**src/rtl/lcd_char_render.sv**
```systemverilog
// Character renderer: walks one glyph from a font ROM row by row and streams
// one coloured pixel per accepted pix_valid/pix_ready handshake.
module lcd_char_render #(
  parameter logic [15:0] FG_COLOR   = 16'hFFFF,
  parameter logic [15:0] BG_COLOR   = 16'h0000,
  parameter logic [11:0] SMALL_BASE = 12'd1536
) (
  input  logic        sys_clk,
  input  logic        sys_rst,
  input  logic        show_char_flag,
  input  logic [6:0]  ascii_num,
  input  logic [8:0]  start_x,
  input  logic [8:0]  start_y,
  input  logic        en_size,
  output logic [11:0] rom_addr,
  input  logic [7:0]  rom_data,
  output logic        pix_valid,
  input  logic        pix_ready,
  output logic [8:0]  pix_x,
  output logic [8:0]  pix_y,
  output logic [15:0] pix_color,
  output logic        show_char_done,
  output logic        busy
);

  typedef enum logic [2:0] {
    IDLE  = 3'd0,
    FETCH = 3'd1,
    LOAD  = 3'd2,
    SHIFT = 3'd3,
    DONE  = 3'd4
  } state_t;

  state_t      state_q, state_d;
  logic [6:0]  ascii_q, ascii_d;
  logic [8:0]  sx_q, sx_d, sy_q, sy_d;
  logic        size_q, size_d;
  logic [3:0]  row_q, row_d;
  logic [2:0]  col_q, col_d;
  logic [7:0]  shreg_q, shreg_d;
  logic [11:0] rom_addr_q, rom_addr_d;
  logic        pix_valid_q, pix_valid_d;
  logic [8:0]  pix_x_q, pix_x_d, pix_y_q, pix_y_d;
  logic [15:0] pix_color_q, pix_color_d;
  logic        done_q, done_d;
  logic        busy_q, busy_d;

  logic [2:0]  last_col_s;
  logic [3:0]  last_row_s;
  logic [11:0] ascii_ext_s;

  assign last_col_s  = size_q ? 3'd7 : 3'd5;
  assign last_row_s  = size_q ? 4'd15 : 4'd11;
  assign ascii_ext_s = {5'd0, ascii_q};

  // Next-state logic; pixel outputs are registered from the next state so
  // they line up with the SHIFT state and stay frozen while stalled.
  always_comb begin
    state_d     = state_q;
    ascii_d     = ascii_q;
    sx_d        = sx_q;
    sy_d        = sy_q;
    size_d      = size_q;
    row_d       = row_q;
    col_d       = col_q;
    shreg_d     = shreg_q;
    rom_addr_d  = rom_addr_q;
    pix_x_d     = pix_x_q;
    pix_y_d     = pix_y_q;
    pix_color_d = pix_color_q;
    case (state_q)
      IDLE: begin
        if (show_char_flag) begin
          ascii_d = (ascii_num > 7'd94) ? 7'd0 : ascii_num;
          sx_d    = start_x;
          sy_d    = start_y;
          size_d  = en_size;
          row_d   = 4'd0;
          col_d   = 3'd0;
          state_d = FETCH;
        end else begin
          state_d = IDLE;
        end
      end
      FETCH: begin
        if (size_q) begin
          rom_addr_d = {1'b0, ascii_q, row_q};
        end else begin
          rom_addr_d = SMALL_BASE + (ascii_ext_s << 3) + (ascii_ext_s << 2) + {8'd0, row_q};
        end
        state_d = LOAD;
      end
      LOAD: begin
        shreg_d = rom_data;
        col_d   = 3'd0;
        state_d = SHIFT;
      end
      SHIFT: begin
        if (pix_ready) begin
          if (col_q == last_col_s) begin
            if (row_q == last_row_s) begin
              state_d = DONE;
            end else begin
              row_d   = row_q + 4'd1;
              state_d = FETCH;
            end
          end else begin
            col_d   = col_q + 3'd1;
            shreg_d = {shreg_q[6:0], 1'b0};
          end
        end else begin
          state_d = SHIFT;
        end
      end
      DONE: begin
        state_d = IDLE;
      end
      default: begin
        state_d = IDLE;
      end
    endcase

    pix_valid_d = (state_d == SHIFT);
    done_d      = (state_d == DONE);
    busy_d      = (state_d != IDLE);
    if (state_d == SHIFT) begin
      pix_x_d     = sx_d + {6'd0, col_d};
      pix_y_d     = sy_d + {5'd0, row_d};
      pix_color_d = shreg_d[7] ? FG_COLOR : BG_COLOR;
    end else begin
      pix_x_d     = pix_x_q;
      pix_y_d     = pix_y_q;
      pix_color_d = pix_color_q;
    end
  end

  // State and output registers with synchronous reset.
  always_ff @(posedge sys_clk) begin
    if (sys_rst) begin
      state_q     <= IDLE;
      ascii_q     <= 7'd0;
      sx_q        <= 9'd0;
      sy_q        <= 9'd0;
      size_q      <= 1'b0;
      row_q       <= 4'd0;
      col_q       <= 3'd0;
      shreg_q     <= 8'd0;
      rom_addr_q  <= 12'd0;
      pix_valid_q <= 1'b0;
      pix_x_q     <= 9'd0;
      pix_y_q     <= 9'd0;
      pix_color_q <= 16'd0;
      done_q      <= 1'b0;
      busy_q      <= 1'b0;
    end else begin
      state_q     <= state_d;
      ascii_q     <= ascii_d;
      sx_q        <= sx_d;
      sy_q        <= sy_d;
      size_q      <= size_d;
      row_q       <= row_d;
      col_q       <= col_d;
      shreg_q     <= shreg_d;
      rom_addr_q  <= rom_addr_d;
      pix_valid_q <= pix_valid_d;
      pix_x_q     <= pix_x_d;
      pix_y_q     <= pix_y_d;
      pix_color_q <= pix_color_d;
      done_q      <= done_d;
      busy_q      <= busy_d;
    end
  end

  assign rom_addr       = rom_addr_q;
  assign pix_valid      = pix_valid_q;
  assign pix_x          = pix_x_q;
  assign pix_y          = pix_y_q;
  assign pix_color      = pix_color_q;
  assign show_char_done = done_q;
  assign busy           = busy_q;

endmodule

```
**config.mk**
```make
export PLATFORM = sky130hd
export DESIGN_NAME = lcd_char_render
export DESIGN_NICKNAME = d
export VERILOG_FILES = /design/src/rtl/lcd_char_render.sv
export SDC_FILE = /design/constraint.sdc
export NUM_CORES = 1
export LEC_CHECK = 0
export BUFFER_PORTS_ARGS = -buffer_cell sky130_fd_sc_hd__buf_2
export CORE_ASPECT_RATIO = 0.6
export CORE_MARGIN = 3
export CORE_UTILIZATION = 55
export CTS_CLUSTER_SIZE = 20
export DETAILED_ROUTE_END_ITERATION = 8
export PLACE_DENSITY = 0.84
export SYNTH_ARGS = -nofsm -noshare
export SYNTH_HDL_FRONTEND = slang
export SYNTH_SLANG_ARGS = --single-unit
```
**constraint.sdc**
```tcl
create_clock -name sys_clk -period 4.95 [get_ports sys_clk]
set_clock_uncertainty 0.2 [all_clocks]
set_input_delay 0.99 -clock sys_clk [delete_from_list [all_inputs] [get_ports sys_clk]]
set_output_delay 0.99 -clock sys_clk [all_outputs]
set_load 0.02 [all_outputs]
```
==> results.md, run 1 <==
* DP HPWL at 8180 µm
* Hold Crit Depth at 2
* Routability cong. at 0.919
* Clock share of power at 0.386
* Final WL at 11200 µm
* Clk sinks at 78
* Hold buffers post-CTS at 0
* CTS Buf Count at 9
* Sw Share at 0.299
* Max clock buf depth at 2
* Highest-count cells in the layout ignoring fill and taps: buf_2 (86), dfxtp_1 (78), nand2_1 (66)
* FMAX at 0.243 GHz
* Max Slew Vio Count at 0
* Comb pwr share at 0.174
* Fin crit share at 0.832
* Setup TNS at 0 ps
* R2r startpoint: state_q[0]
* Setup Fix Bufs, Post-CTS at 0
* Yosys top cell area share at 0.367
* First-pass GRT wire length at 18200 µm
* Htree depth at 3
* Final net count at approximately 630
* Sequential power share at 0.440
* Clk_lat worst skew at 340 ps
* Die footprint at between 8000 and 9000 µm²
* Average wire per standard cell at 16.6 µm
* Vias in the first global route at between 3000 and 4000
* Critical Path AT at ~4200 ps
* Post-route ant nets at 0
* Num ports at 87
* # setup viols final at 0
* Largest net degree at the start of global routing at 53
* Area leader, netlist: dfxtp_1
* Min Hold Slack at 252 ps
* RSZ-0062 raised after global routing: no
* Warnings, synthesis at 0
* Actual slew at the worst max-slew pin at ~900 ps
* Gate count of the mapped netlist at 500
* Worst vdd rail ir drop at 0.180 mV
* Crit path max fanout at 6
* P_int at ~0.0011 W
* CP endpoint kind: register
* Synth cell types at 62
* Synth Cell Area at ~4300 µm²
* Initial core utilization at 0.576
* Area added between synthesis and finish at 15.5%
* DRT iter0 DRCs at 382
* Required @ worst endpoint at between 4000 and 5000 ps
* Core area at around 7400 µm²
* I/O Buffers at 86
* R2R setup slack at 880 ps
* Syn Nets at 564
* Share of cells above drive strength 1 at 0.211
* PD cells at approximately 320 nW/µm²
* Fin. Hold Viols at 0
* Synth area leaders: dfxtp_1 (37%), ha_1 (6.5%), nand2_1 (5.8%), a21oi_1 (4.9%), nor2_1 (3.8%)
* Total track usage at 0.255
* CTS tree: built
* Status: complete, no violations
* Relative slew slack at 0.387
* Max Cap Violations at 0
* DIE WIDTH at 120 µm
* DR vias/cell at 5.78
* Register area share after synthesis at 0.367
* NetSw at 0.000473 W
* Asr flop ratio synth at 0
* Worst-path clk slew at 60 ps
* WHS Endpoint: rom_addr[0]
* Pre-CTS WS at 679 ps
* Pre-antenna DRT Iters at 5
* Post-synth EDFFs at 0
* Setup slack after layout at 833 ps
* Min cycle time layout at 4120 ps
* Pleak at 2.23 nW
* N_diodes at 0
* Post-Layout Cell Count at 674
* Synth Area per Inst at about 8.5 µm²
* Synthesized flop and latch total at 78
* DRC at 0
* Vias at 3897
* Worst r2r dst: pix_y[8]
* Core Rows at 24
* Setup CP Type: in2reg
* GR Overflow Total at 0
* Worst Hold Class: reg2reg
* Hold_sp: rom_addr[0]
* Initial antenna violation count at 0
* Clock root buffer: clkbuf_16
* R2r worst-path depth at 12
* Fin util at 0.665
* Post-Place Cells at between 600 and 700
* Commonest non-fill, non-tap cell in the layout: buf_2
* Startpoint types: input pin
* Post-CTS Resized at 0
* Die Ht at around 74 µm
* Ys flop type: dfxtp_1
state kept, by name (all words and copies together), names as in the netlist, 3 cells and up:
name and flops:
rom_addr 12, pix_x 9, pix_y 9, sx_q 9
sy_q 9, shreg_q 8, ascii_q 7, row_q 4
col_q 3, state_q 3
cell type report:
cell class,count,area (µm²)
Fill cell,611,2470
Multi-Input combinational cell,364,2400
Sequential cell,78,1560
Timing Repair Buffer,92,475
Clock buffer,10,229
Tap cell,104,130
Inverter,20,75.1
Clock inverter,6,46.3
worst max-delay path: stages:
cell and delay, ps:
buf_2 130, nand4b_1 170, nor3_2 400, nand2_1 170, mux2i_1 240, ha_1 240, inv_1 70, fa_1 380
nand2b_1 240, a2111oi_0 610, xnor2_1 190, nand2_1 70, a32o_1 240
logic make-up after synthesis:
group | after synthesis | share of synthesized area
DFF | 78 | 0.367
adders and majority gates | 26 | 0.0835
buffers and inverters | 58 | 0.0699
xor gates and xnor gates | 18 | 0.0388
muxes | 17 | 0.0403
AOI/OAI and AO/OA | 136 | 0.215
and+or+nand+nor | 167 | 0.186
Yosys cell counts (all sizes together) (3+ instances only):
| master | instances |
|---|---|
| buf | 29 |
| a21oi | 43 |
| nor2b | 4 |
| nor3 | 7 |
| clkbuf | 9 |
| a22oi | 6 |
| nor2 | 43 |
| mux2i | 16 |
| nand3 | 15 |
| or3 | 3 |
| nand2 | 66 |
| a22o | 6 |
| o22ai | 3 |
| a211oi | 18 |
| o211ai | 5 |
| nand2b | 5 |
| and3 | 5 |
| xnor2 | 12 |
| dfxtp | 78 |
| fa | 4 |
| ha | 22 |
| xor2 | 6 |
| a21o | 5 |
| nor3b | 4 |
| o21ai | 23 |
| inv | 20 |
| and2 | 7 |
| o2bb2ai | 5 |
worst max path at each step:
stage | startpoint | end | slack [ps] | cells after the start
global placement | pix_ready | pix_y[8] | 920 | 13
finish | pix_ready | pix_y[8] | 830 | 13
detailed placement | pix_ready | pix_y[8] | 680 | 13
floorplan | show_char_flag | pix_y[8] | 950 | 13
global route | pix_ready | pix_y[8] | 580 | 13
CTS | pix_ready | pix_y[8] | 920 | 13
per-layer routing:
layer | global-route usage | vias to the layer above | share of wire
li1 | - | 1892 | -
met1 | 0.347 | 1826 | 0.46
met2 | 0.411 | 158 | 0.44
met3 | 0.0699 | 21 | 0.079
met4 | 0.0622 | 0 | 0.013
met5 | 0 | - | 0
power groups by stage:
stage	combinational [W]	clock, W	sequential [W]
2_1_floorplan	0.000185	0	0.000719
6_report	0.000275	0.000611	0.000695
3_5_place_dp	0.000271	0	0.000707
4_1_cts	0.000273	0.000614	0.000694
5_1_grt	0.000301	0.000643	0.000699
3_3_place_gp	0.000261	0	0.000705
through the flow:
step | instance area, µm² | power [W]
final | 4920 | 0.00158
after global routing | 4920 | 0.00164
after CTS | 4920 | 0.00158
after detailed placement | 4640 | 0.000978
after global placement | 4640 | 0.000966
after floorplan | 4260 | 0.000903
(Power assumes the default switching activity.)
==> run 2: changes to the inputs <==
clock period = 3.9 ns   (was 4.95 ns; I/O delays follow)
==> results.md, run 2 (synthesis gave the netlist of run 1 again) <==
* Status: complete, no violations
* Max clock buf depth at 2 (unchanged)
* Min Hold Slack at 250 ps (-2.27 ps)
* Die Ht at 74.2 µm (unchanged)
* Hold buffers post-CTS at 0 (unchanged)
* Highest-count cells in the layout ignoring fill and taps: buf_2 (86), dfxtp_1 (78), nand2_1 (66)
* Commonest non-fill, non-tap cell in the layout: buf_2
* Required @ worst endpoint at 3940 ps (-1040 ps)
* Final WL at 11400 µm (+1.8%)
* Die footprint at 8870 µm² (unchanged)
* Average wire per standard cell at 16.7 µm (+0.64%)
* Core area at 7390 µm² (unchanged)
* Worst-path clk slew at 60 ps (about the same)
* Largest net degree at the start of global routing at 53 (unchanged)
* Initial core utilization at 0.576 (unchanged)
* Setup TNS at 0 ps (unchanged)
* # setup viols final at 0 (unchanged)
* Max Slew Vio Count at 0 (unchanged)
* Critical Path AT at 3620 ps (-530 ps)
* Total track usage at 0.260 (+0.00493)
* Worst r2r dst: pix_y[8]
* CP endpoint kind: register
* GR Overflow Total at 0 (unchanged)
* Final net count at 637 (+1.3%)
* DR vias/cell at 5.88 (+1.7%)
* Power after layout at 0.00203 W (+28%)
* Num ports at 87 (unchanged)
* Routability cong. at 0.946 (+2.9%)
* PD cells at 407 nW/µm² (+26%)
* R2r worst-path depth at 12 (unchanged)
* Post-route ant nets at 0 (unchanged)
* Startpoint types: register
* Worst Path Buf+Inv at 1 (-1)
* I/O Buffers at 86 (unchanged)
* Layout fillers at 617 (+0.98%)
* Worst Setup EP: pix_y[8]
* Clk sinks at 78 (unchanged)
* Setup Fix Bufs, Post-CTS at 0 (unchanged)
* Htree depth at 3 (unchanged)
* N_diodes at 0 (unchanged)
* Area of the multi-input gates at 2400 µm² (unchanged)
* Setup CP Type: reg2reg
* Worst path cell trace: xnor2_1 > nand3_1 > nand2_1 > mux2i_1 > ha_1 > inv_1 > fa_1 > nand2b_1 > a2111oi_0 > xnor2_1 > nand2_1 > a32o_1
* Crit-path leading delay family: compound AO/OA/AOI/OAI gates
* CTS Buf Count at 9 (unchanged)
* Relative slew slack at 0.315 (-0.0715)
* Vias at 4011 (+2.9%)
* Vias in the first global route at 3616 (-2.9%)
* Core Rows at 24 (unchanged)
* FMAX at between 0.2 and 0.3 GHz
* Max Used Layer: met4
* Crit-path max cell delay at 530 ps (-80 ps)
* Fin. Hold Viols at 0 (unchanged)
* Max reg flops at 12 (unchanged)
* Clock root buffer: clkbuf_16
* Critical Path Start: size_q
* DRC at 0 (unchanged)
* DRT met1 WL at 5380 µm (+3.5%)
* CTS tree: built
* RSZ-0062 raised after global routing: no
* Actual slew at the worst max-slew pin at 1020 ps (+107 ps)
* Met2 routed WL at 4820 µm (-3.0%)
* R2R setup slack at 320 ps (-560 ps)
* WL met3 at 1030 µm (+16%)
* Fin crit share at 0.919
* Cell count along the critical path at 12 (-1)
* Min cycle time layout at 3580 ps
* DP HPWL at 8480 µm (+3.6%)
* Pleak at 2.27 nW (+2.0%)
* Worst vdd rail ir drop at 0.215 mV (+19%)
* R2r startpoint: size_q
* Clk_lat worst skew at 340 ps (about the same)
* Sequential cell area at 1560 µm² (unchanged)
* Share of cells above drive strength 1 at 0.223 (+0.0127)
* Initial antenna violation count at 0 (unchanged)
* Area added between synthesis and finish at 17.1%
* Crit path max fanout at 6 (unchanged)
* Max Cap Violations at 0 (unchanged)
* Worst Hold Class: reg2reg
* DRT iter0 DRCs at 389 (+1.8%)
* Post-CTS Resized at 0 (unchanged)
* Slowest CP cell: a2111oi_0
* First-pass GRT wire length at 18000 µm (-1.0%)
* Pre-antenna DRT Iters at 5 (unchanged)
* DIE WIDTH at 120 µm (unchanged)
-- run 2: changes by cell type in the layout (fill, tap and decap cells not counted), sizes merged --
cell,before,now
clkbuf,10,9
buf,92,100
clkinv,3,4
-- run 2: through the flow --
| step | cells | util | setup WS (ps) | cell area, µm² |
|---|---|---|---|---|
| floorplan | 500 | - | 112 | 4260 |
| global placement | 666 | 0.636 | 233 | 4700 |
| detailed placement | 666 | 0.636 | 98.7 | 4700 |
| CTS | 682 | 0.675 | 378 | 4980 |
| global route | 682 | 0.675 | 34.3 | 4980 |
| finish | 682 | 0.675 | 317 | 4980 |
-- run 2: final cells by class --
type | count | share of cell area
Multi-Input combinational cell | 364 | 0.481
Sequential cell | 78 | 0.313
Timing Repair Buffer | 100 | 0.107
Clock buffer | 9 | 0.0452
Tap cell | 104 | 0.0261
Inverter | 20 | 0.0151
Clock inverter | 7 | 0.0118
-- run 2: worst register-to-register path: cells and delay by family, from the launching register on --
| family | cells | cell delay, ps |
|---|---|---|
| compound gates | 2 | 770 |
| simple gates | 4 | 730 |
| fa+ha+maj | 2 | 630 |
| flops | 1 | 470 |
| xor+xnor | 2 | 360 |
| mux | 1 | 270 |
| buf+inv | 1 | 70 |
-- run 2: worst min path at each step --
stage                            start  slack, ps           end  cells after the start
after floorplan             shreg_q[4]        220    shreg_q[4]                      1
after global placement     rom_addr[4]        240   rom_addr[4]                      2
after detailed placement   rom_addr[4]        250   rom_addr[4]                      2
after CTS                  rom_addr[4]        250   rom_addr[4]                      2
after global routing      rom_addr[11]        270  rom_addr[11]                      2
final                      rom_addr[4]        250   rom_addr[4]                      2
-- run 2: metal layers --
metal  track usage  vias to the layer above
met4        0.0863                        0
li1              -                     1918
met1         0.373                     1884
met5             0                        -
met2         0.379                      192
met3        0.0745                       17
-- run 2: report_power, final --
part           total [W]  switching (W)  internal [W]  leakage [nW]
clock           0.000787       0.000351      0.000437         0.132
sequential      0.000877      0.0000344      0.000842         0.636
combinational   0.000363       0.000229      0.000134          1.50
==> run 3: changes to the inputs <==
RECOVER_POWER = 50   (was unset)
==> results.md, run 3 (synthesis gave the netlist of run 1 again) <==
* Status: complete, but fails checks
* Failing checks: max-capacitance violations, max-slew violations
* Max clock buf depth at 2 (unchanged)
* Met2 Track Usage GR at 0.379 (unchanged)
* CTS Buf Count at 9 (unchanged)
* Max Cap Violations at 1 (+1)
* Core Rows at 24 (unchanged)
* Relative slew slack at -0.654 (-0.969)
* I/O Buffers at 86 (unchanged)
* DIE WIDTH at 120 µm (unchanged)
* CP endpoint kind: register
* P_int at 0.00141 W (-0.44%)
* Pleak at 2.12 nW (-6.5%)
* Crit path max fanout at 10 (+4)
* Required @ worst endpoint at 3820 ps (-120 ps)
* Hold_sp: rom_addr[4]
* R2r worst-path depth at 12 (unchanged)
* Fin. Hold Viols at 0 (unchanged)
* Total track usage at 0.260 (unchanged)
* Clk sinks at 78 (unchanged)
* Most Used Layer, Global Route: met2
* Num ports at 87 (unchanged)
* Largest net degree at the start of global routing at 53 (unchanged)
* Max reg flops at 12 (unchanged)
* R2r startpoint: size_q
* Min cycle time layout at 3630 ps (+42.9 ps)
* Hold Crit Depth at 2 (unchanged)
* Clock root buffer: clkbuf_16
* Post-Layout Cell Count at 682 (unchanged)
* Worst-path clk slew at 60 ps (about the same)
* Commonest non-fill, non-tap cell in the layout: dfxtp_1
* # setup viols final at 0 (unchanged)
* Share of cells above drive strength 1 at 0.159 (-0.0640)
* R2R setup slack at 320 ps (about the same)
* Sw Share at 0.305 (+0.00188)
* Vias in the first global route at 3616 (unchanged)
* Clock share of power at 0.390 (+0.002)
* Setup Fix Bufs, Post-CTS at 0 (unchanged)
* Setup CP Type: in2reg
* Hold buffers post-CTS at 0 (unchanged)
* GR Util met1 at 0.373 (unchanged)
* Actual slew at the worst max-slew pin at 2480 ps (+1460 ps)
* Core area at 7390 µm² (unchanged)
* Highest-count cells in the layout ignoring fill and taps: dfxtp_1 (78), nand2_1 (66), buf_2 (52)
* Htree depth at 3 (unchanged)
* Post-Place Cells at 666 (unchanged)
* Area added between synthesis and finish at 15.8%
* NetSw at 0.000617 W (+0.45%)
* N_diodes at 0 (unchanged)
* DRT iter0 DRCs at 367 (-5.7%)
* GR Overflow Total at 0 (unchanged)
* Sequential power share at 0.434 (about the same)
* Comb pwr share at 0.176 (-0.003)
* FMAX at 0.276 GHz (-1.2%)
* Pre-antenna DRT Iters at 5 (unchanged)
* Post-route ant nets at 0 (unchanged)
* Routability cong. at 0.946 (unchanged)
* Vias at 3999 (-0.30%)
* DRC at 0 (unchanged)
* Worst vdd rail ir drop at 0.216 mV (+0.44%)
* CTS tree: built
* Setup TNS at 0 ps (unchanged)
* DP HPWL at 8480 µm (unchanged)
* First-pass GRT wire length at 18000 µm (unchanged)
* DR vias/cell at 5.86 (-0.30%)
* Initial antenna violation count at 0 (unchanged)
* WHS Endpoint: rom_addr[4]
* Fin crit share at 0.930 (+0.0110)
* Average wire per standard cell at 16.8 µm (+0.49%)
* Worst r2r dst: pix_y[8]
* Final WL at 11500 µm (+0.49%)
* Max Slew Vio Count at 53 (+53)
* Die footprint at 8870 µm² (unchanged)
* RSZ-0062 raised after global routing: no
* Initial core utilization at 0.576 (unchanged)
* Critical Path AT at 3540 ps (-80 ps)
* Die Ht at 74.2 µm (unchanged)
* Startpoint types: input pin
* PD cells at 411 nW/µm² (+0.95%)
* Final net count at 637 (unchanged)
* Worst Hold Class: reg2reg
* Clk_lat worst skew at 350 ps (about the same)
* Post-CTS Resized at 0 (unchanged)
* M3 GR Usage at 0.0745 (unchanged)
-- run 3: layer usage --
layer	wire [µm]	up-vias
met5	0	-
met2	4850	203
met1	5390	1860
met3	1050	20
li1	-	1916
met4	172	0
-- run 3: layout make-up --
type / count / area [µm²]
flip-flops and latches: 78 / 1560
clock buffers: 9 / 225
repair buffers: 100 / 485
multi-input cells: 364 / 2390
fillers: 629 / 2460
inverters: 20 / 75.1
well taps: 104 / 130
clock inverters: 7 / 58.8
-- run 3: power by group through the flow --
stage | Clock (W) | Sequential [W] | Combinational, W
finish | 0.000789 | 0.000878 | 0.000357
global route | 0.000832 | 0.000882 | 0.000392
CTS | 0.000797 | 0.000876 | 0.000359
detailed placement | 0 | 0.000893 | 0.000356
global placement | 0 | 0.000890 | 0.000344
floorplan | 0 | 0.000912 | 0.000235
-- run 3: critical path: stages --
cell	delay, ps
clkbuf_1	200
nor4b_4	450
buf_4	280
nand2_1	90
nand2_1	90
ha_1	220
inv_1	70
fa_1	400
nor2b_1	240
o21ai_0	190
o32ai_2	250
xor2_1	200
a211oi_2	80
-- run 3: how the worst max path moves through the flow --
stage	from	to	slack (ps)
CTS	size_q	pix_y[8]	380
global placement	pix_ready	pix_y[8]	230
finish	show_char_flag	pix_x[8]	270
floorplan	show_char_flag	pix_y[8]	110
detailed placement	pix_ready	pix_y[8]	100
global route	size_q	pix_y[8]	30
-- run 3: through the flow --
stage	worst slack (ps)	utilization	total power, W	hold WS (ps)	cell area [µm²]
3_5_place_dp	98.7	0.636	0.00125	247	4700
5_1_grt	33.5	0.667	0.00211	277	4930
6_report	274	0.667	0.00202	253	4930
4_1_cts	378	0.675	0.00203	254	4980
3_3_place_gp	233	0.636	0.00123	240	4700
2_1_floorplan	112	-	0.00115	224	4260
